`src/rtl/median3x3_pipe.sv`:
```
// median3x3_pipe: streaming 3x3 rank filter (median/max/min/centre) over sorted columns.
// Stages: column sort, sliding window, partial ranks, final select; out_valid three edges after the completing column.
module median3x3_pipe #(
    parameter int DATA_W = 8
) (
    input  logic              clk_100M,
    input  logic              rst_p,
    input  logic              in_valid,
    input  logic              in_sol,
    input  logic [DATA_W-1:0] col_top,
    input  logic [DATA_W-1:0] col_mid,
    input  logic [DATA_W-1:0] col_bot,
    input  logic [1:0]        mode,
    output logic              out_valid,
    output logic              out_sol,
    output logic [DATA_W-1:0] pixel_out
);
    typedef logic [DATA_W-1:0] pix_t;
    typedef struct packed {
        pix_t hi;
        pix_t md;
        pix_t lo;
    } col_t;

    function automatic pix_t mx(pix_t a, pix_t b);
        return a >= b ? a : b;
    endfunction

    function automatic pix_t mn(pix_t a, pix_t b);
        return a >= b ? b : a;
    endfunction

    function automatic pix_t md3(pix_t a, pix_t b, pix_t c);
        return mx(mn(a, b), mn(mx(a, b), c));
    endfunction

    logic       s1_v, s1_sol;
    col_t       s1c;
    pix_t       s1_mid;
    logic [1:0] s1_mode;

    col_t       w0, w1, w2;
    pix_t       w1_mid, w2_mid;
    logic [1:0] fcnt, fcnt_n, w_mode;
    logic       pend, wv, w_first, full_n;

    logic       s2_v, s2_first;
    logic [1:0] s2_mode;
    pix_t       s2_lomax, s2_mdmed, s2_himin, s2_gmax, s2_gmin, s2_ctr;

    always_ff @(posedge clk_100M or posedge rst_p) begin
        if (rst_p) begin
            s1_v    <= 1'b0;
            s1_sol  <= 1'b0;
            s1c     <= '0;
            s1_mid  <= '0;
            s1_mode <= '0;
        end else begin
            s1_v <= in_valid;
            if (in_valid) begin
                s1c.hi  <= mx(mx(col_top, col_mid), col_bot);
                s1c.md  <= md3(col_top, col_mid, col_bot);
                s1c.lo  <= mn(mn(col_top, col_mid), col_bot);
                s1_mid  <= col_mid;
                s1_mode <= mode;
                s1_sol  <= in_sol;
            end
        end
    end

    always_comb begin
        fcnt_n = s1_sol ? 2'd1 : (fcnt == 2'd3 ? 2'd3 : fcnt + 2'd1);
        full_n = fcnt_n == 2'd3;
    end

    // pend remembers a start-of-line until its first full window, which carries the line-first flag
    always_ff @(posedge clk_100M or posedge rst_p) begin
        if (rst_p) begin
            w0      <= '0;
            w1      <= '0;
            w2      <= '0;
            w1_mid  <= '0;
            w2_mid  <= '0;
            fcnt    <= '0;
            pend    <= 1'b0;
            wv      <= 1'b0;
            w_first <= 1'b0;
            w_mode  <= '0;
        end else begin
            wv <= s1_v && full_n;
            if (s1_v) begin
                w0      <= w1;
                w1      <= w2;
                w2      <= s1c;
                w1_mid  <= w2_mid;
                w2_mid  <= s1_mid;
                fcnt    <= fcnt_n;
                pend    <= (pend | s1_sol) & ~full_n;
                w_first <= (pend | s1_sol) & full_n;
                w_mode  <= s1_mode;
            end
        end
    end

    always_ff @(posedge clk_100M or posedge rst_p) begin
        if (rst_p) begin
            s2_v     <= 1'b0;
            s2_first <= 1'b0;
            s2_mode  <= '0;
            s2_lomax <= '0;
            s2_mdmed <= '0;
            s2_himin <= '0;
            s2_gmax  <= '0;
            s2_gmin  <= '0;
            s2_ctr   <= '0;
        end else begin
            s2_v <= wv;
            if (wv) begin
                s2_lomax <= mx(mx(w0.lo, w1.lo), w2.lo);
                s2_mdmed <= md3(w0.md, w1.md, w2.md);
                s2_himin <= mn(mn(w0.hi, w1.hi), w2.hi);
                s2_gmax  <= mx(mx(w0.hi, w1.hi), w2.hi);
                s2_gmin  <= mn(mn(w0.lo, w1.lo), w2.lo);
                s2_ctr   <= w1_mid;
                s2_mode  <= w_mode;
                s2_first <= w_first;
            end
        end
    end

    always_ff @(posedge clk_100M or posedge rst_p) begin
        if (rst_p) begin
            out_valid <= 1'b0;
            out_sol   <= 1'b0;
            pixel_out <= '0;
        end else begin
            out_valid <= s2_v;
            out_sol   <= s2_v & s2_first;
            if (s2_v)
                pixel_out <= s2_mode == 2'd0 ? md3(s2_lomax, s2_mdmed, s2_himin) :
                             s2_mode == 2'd1 ? s2_gmax :
                             s2_mode == 2'd2 ? s2_gmin : s2_ctr;
        end
    end
endmodule

```
`config.mk`:
```
export PLATFORM = sky130hd
export DESIGN_NAME = median3x3_pipe
export DESIGN_NICKNAME = d
export VERILOG_FILES = /design/src/rtl/median3x3_pipe.sv
export SDC_FILE = /design/constraint.sdc
export NUM_CORES = 1
export LEC_CHECK = 0
export BUFFER_PORTS_ARGS = -buffer_cell sky130_fd_sc_hd__buf_2
export CAP_MARGIN = 25
export CORE_MARGIN = 10
export CORE_UTILIZATION = 39
export CTS_BUF_LIST = sky130_fd_sc_hd__clkbuf_8
export DETAILED_ROUTE_END_ITERATION = 10
export HOLD_SLACK_MARGIN = 0.08
export PLACE_DENSITY = 0.52
export SYNTH_ARGS = -nofsm -noshare
export SYNTH_HDL_FRONTEND = slang
export SYNTH_SLANG_ARGS = --single-unit
```
`constraint.sdc`:
```
create_clock -name clk_100M -period 17.6 [get_ports clk_100M]
set_input_delay 2.64 -clock clk_100M [delete_from_list [all_inputs] [get_ports clk_100M]]
set_output_delay 2.64 -clock clk_100M [all_outputs]
set_load 0.005 [all_outputs]
```
Yosys cells after proc, flatten, opt, wreduce, memory -nomap -nowiden
Cells that the tools add are included.
{ "totals": {"elab_cells": 90, "mem_bits_ro": 0, "latch_bits": 0, "reg_bits": 193, "mem_bits_rw": 0, "memories": 0} }
{ "classes": {"reduce_logical": 2, "eq_ne": 4, "magnitude_cmp": 16, "bitwise": 5, "shifts": 0, "div": 0, "muxes": 27, "n_addsub": 1, "mul": 0} }
{ "op_table": {"columns": ["op", "n"], "rows": [
  ["2-to-1 mux 8 bit", 25],
  [">= comparator 8 bit", 16],
  ["equality test 2 bit, second input constant", 3],
  ["2-to-1 mux 2 bit", 2],
  ["AND 1 bit", 3],
  ["adder 2 x 1 -> 2 bit, second input constant", 1],
  ["equality test 2 x 1 -> 1 bit, second input constant", 1],
  ["zero test 2 bit", 1],
  ["logical AND 1 bit", 1],
  ["NOT 1 bit", 1],
  ["bitwise OR 1 bit", 1]
]} }

Logic depth before layout (Yosys ltp)
{ "logic_depth": {"depth_word": 7, "mapped_depth": 25, "ltp_nobuf": 21} }

Least setup slack after synthesis
Ideal clock, no wire load.
{ "synth_timing": {"path_kind": "input to register", "start": "in col_top[0]", "end": "reg s1c[10] (netlist bit)", "slack_ps": 10638, "setup_time_ps": 87, "path_stages": 24, "t_arrival_ps": 6875, "path_cell_list": "inv_1 -> ha_1 -> nand2b_1 -> a21oi_1 -> o21ai_2 -> a21o_1 -> clkbuf_1 -> a21o_1 -> ha_1 -> a211o_1 -> a21oi_1 -> o21ai_1 -> and2_1 -> clkbuf_1 -> buf_2 -> a211oi_1 -> a21o_1 -> ha_1 -> a2111oi_2 -> nor2b_1 -> o21ai_0 -> a21oi_2 -> o21ai_0 -> o211ai_1"} }
{ "synth_between": {"elab_chain_len": 6} }
{ "synth_rtl": {"columns": ["element", "line", "rtl"], "rows": [
  ["start: declaration", "10", "input logic [DATA_W-1:0] col_top,"],
  [">= comparator 8 bit", "26, 30", null],
  ["2-to-1 mux 8 bit", "26", "return a >= b ? a : b;"],
  [">= comparator 8 bit", "30", "return a >= b ? b : a;"],
  ["2-to-1 mux 8 bit", "30", null],
  [">= comparator 8 bit", "26", null],
  ["2-to-1 mux 8 bit *", "26", null],
  ["end: declaration", "38", "col_t s1c;"]
]} }
Every way passes the cells marked *; elsewhere a longest branch is shown, timed or not.
A chain may end at the register's enable or synchronous reset.

Worst setup path after layout
{ "layout_timing": {"start": "in col_top[0]", "end": "reg s1c[12] (netlist bit)"} }
The elaborated chain is that of the path after synthesis.

==> metrics.csv <==
metric,value,unit
Post-Synth Adder-Cell Area,0.124,
clk_skew,0.0191,ns
largest family of logic cells by synthesized area,compound AO/OA/AOI/OAI gates,
Synth Area in Simple Gates,0.0908,
R2R Path End,s2_mdmed[4],
status,completed,
Starting DRT DRC Count,644,
Yosys warnings,0,
CTS Hold Bufs,0,
Root Driver,clkbuf_8,
largest net degree at the start of global routing,133,
area of the multi-input gates,0.00730,mm^2
Least-Margin Pin Slew,1.04,ns
min Tclk post-route,7.62,ns
flop2flop setup slack,11.72,ns
Final Hold Fails,0,
post-synthesis sequential area ratio,0.374,
Post-synth EDFFs,0,
unrepaired setup endpoints after global routing,false,
Vias per Instance,5.50,
H-tree depth,4,
global-route wire length before repair,54.9,mm
post-synthesis average cell area,9.50,um^2
post-DP HPWL,25.6,mm
final WL,34.0,mm
Die ar.,0.0408,mm^2
PnR worst setup slack,9.98,ns
Placed Cells,1775,
Clk network pwr share,0.111,
Starting Density,0.396,
P_leak,6.29,nW
row count,66,
Combinational Power Share,0.631,
die span in y,202,um
count of different cell masters after synthesis,70,
detailed-router iteration count before antenna repair,5,
maximum operating frequency,131,MHz
worst hold path class,register to register,
Switching Fraction,0.488,
FILL cells,3227,
Power Density,197,mW/mm^2
post-synthesis async set-or-reset flop share,1.00,
Seq cells post-synth,193,
GRT overflow,0,
CP Capture Point,s1c[12],
fraction of synthesized area in multiplexers,0.0937,
Setup Total Neg Slack,0,ns
Slew HR,0.305,
NetSw,1.33,mW
data arrival time of the critical path,8.04,ns
initial antenna violation count,0,
core area,0.0326,mm^2
gate count after technology mapping,1359,
Pint,1.40,mW
critical path class,input pin to register,
Critical Path RT,18.02,ns
Final Cycle Share,0.433,
CP Launch Type,input pin,
post-route ant nets,0,
FF+latch area,0.00483,mm^2
Reg-to-Reg Start,w0[8],
Clock Tree Buf Depth,2,
Clock Sinks,193,
Max Slew Vio Count,0,
Antenna diodes,0,
Placed Area,0.0134,mm^2
CTS tree,built,
# IOs,40,
Synth Flop Type,dfrtp_1,
layout cells sized above 1,0.182,
pre-CTS WS,9.53,ns
CTS Buf Count,17,
Resize count post-CTS,0,
Port Buf Inserts,39,
width of the die,202,um
CP Launch Point,col_top[0],
Peak supply drop,0.105,mV
Post CTS Setup Buffer Count,0,
via count,9942,
Routed WL per cell,18.8,um
CP Max Fanout,23,
CP endpoint kind,register,
MaxCap Viol Count,0,
compound-gate portion of the synthesized area,0.257,
fin nets,1512,
XOR/XNOR Fraction of Synth Area,0,
Synth-to-Final Area Change,7.28,%
FF-to-FF path depth,19,
Mapped Nets,1517,
Skew-Pair Late Insertion Delay,0.50,ns
Final Instance Area,0.0138,mm^2
post-synthesis cell area,0.0129,mm^2
sequential power share,0.257,
Finish-stage setup viols,0,
Layout Cells excl Fill,1809,
final RePlAce weighted congestion,0.891,
Residual DRC,0,
total track usage,0.167,
Worst-path clk slew,0.10,ns
vias in the first global route,9741,
[power groups by stage]
stage	clock network [mW]	logic [mW]	registers (mW)
6_report	0.305	1.73	0.703
3_3_place_gp	0	1.70	0.710
3_5_place_dp	0	1.71	0.714
2_1_floorplan	0	1.39	0.656
5_1_grt	0.332	1.94	0.723
4_1_cts	0.318	1.72	0.705
[cells in the mapped netlist, drive strengths merged (4+ instances only)]
cell     instances  area [um^2]
o211ai          25          201
or2             14         87.6
a31oi            7         56.3
nand2b          19          119
nand3           17         90.1
o31ai            5         65.1
a31o            40          350
o22ai           48          307
a211o            5         43.8
o21ai          130          662
a22oi            4         30.0
nand2          155          582
inv            120          450
mux2            99         1190
o2bb2ai         15          131
o21a             8         60.1
ha             128         1600
o2111ai          9         78.8
nand4            5         37.5
nor2            36          143
o31a             6         52.6
buf             22          141
a21o            42          315
nor3             8         40.0
a22o             4         35.0
clkbuf          50          188
dfrtp          193         4830
a211oi          49          388
a21oi           59          310
a2111oi          8         85.1
[placed cells by master, fill, tap and decap left out, drive strengths merged, types with 3 or more instances in the layout]
cell type  count
a2111oi        8
a211o          5
a211oi        49
a21o          42
a21oi         59
a22o           4
a22oi          4
a31o          40
a31oi          7
buf           48
clkbuf        18
clkinv         6
dfrtp        193
ha           128
inv          127
mux2          99
nand2        155
nand2b        19
nand3         17
nand4          5
nor2          36
nor2b          3
nor3           8
o2111ai        9
o211ai        25
o21a           8
o21ai        130
o22ai         48
o2bb2ai       15
o31a           6
o31ai          5
or2           14
[registers in the layout, indices dropped and copies added (netlist names), 24 cells and up]
name and cells:
s1c 24, w0 24, w2 24, w1 24
[critical path: stages]
cell and delay [ns]:
buf_2 0.10, inv_1 0.05, ha_1 0.27, nand2b_1 0.09, a21oi_1 0.09, o21ai_2 0.52, a21o_1 0.64, a21o_1 0.21
ha_1 0.23, a211o_1 0.30, a21oi_1 0.11, o21ai_1 0.10, and2_1 0.41, a211oi_1 0.42, a21o_1 0.13, ha_1 0.24
a2111oi_2 0.41, nor2b_1 0.17, o21ai_0 0.15, a21oi_2 0.40, o21ai_0 0.16, o211ai_1 0.18
[worst min-delay path by stage]
| stage | depth (start not counted) | slack (ns) | end | from |
|---|---|---|---|---|
| after floorplan | 0 | 0.35 | out_valid | s2_v |
| after global routing | 1 | 0.53 | pend | pend |
| after global placement | 1 | 0.47 | out_sol | s2_first |
| after detailed placement | 2 | 0.47 | w2[4] | s1c[4] |
| final | 1 | 0.49 | out_sol | s2_first |
| after CTS | 1 | 0.50 | out_sol | s2_first |
[per-stage QoR]
step | hold WS [ns] | total power [mW] | utilization
finish | 0.491 | 2.73 | 0.425
floorplan | 0.349 | 2.04 | -
detailed placement | 0.472 | 2.42 | 0.411
global placement | 0.474 | 2.41 | 0.411
CTS | 0.500 | 2.74 | 0.423
global route | 0.533 | 3.00 | 0.425
[cell type report]
| cell class | count | area share |
|---|---|---|
| inverter | 121 | 0.0333 |
| multi-input combinational | 973 | 0.527 |
| sequential | 193 | 0.349 |
| clock buffer | 18 | 0.0179 |
| timing repair buffer | 48 | 0.0219 |
| clock inverter | 14 | 0.0110 |
| tap | 442 | 0.0399 |
[per-layer routing]
metal / GRT usage / routed length, um / part of all wire
met5: 0 / 0 / 0
met4: 0.0470 / 491 / 0.014
met3: 0.0221 / 970 / 0.029
met2: 0.257 / 15000 / 0.44
met1: 0.241 / 17500 / 0.52
[cells by family after synthesis]
group	Yosys count
fa+ha+maj	128
flops	193
simple gates	265
compound gates	479
buf+inv	193
mux	101
Power figures use the tool's default switching activity.
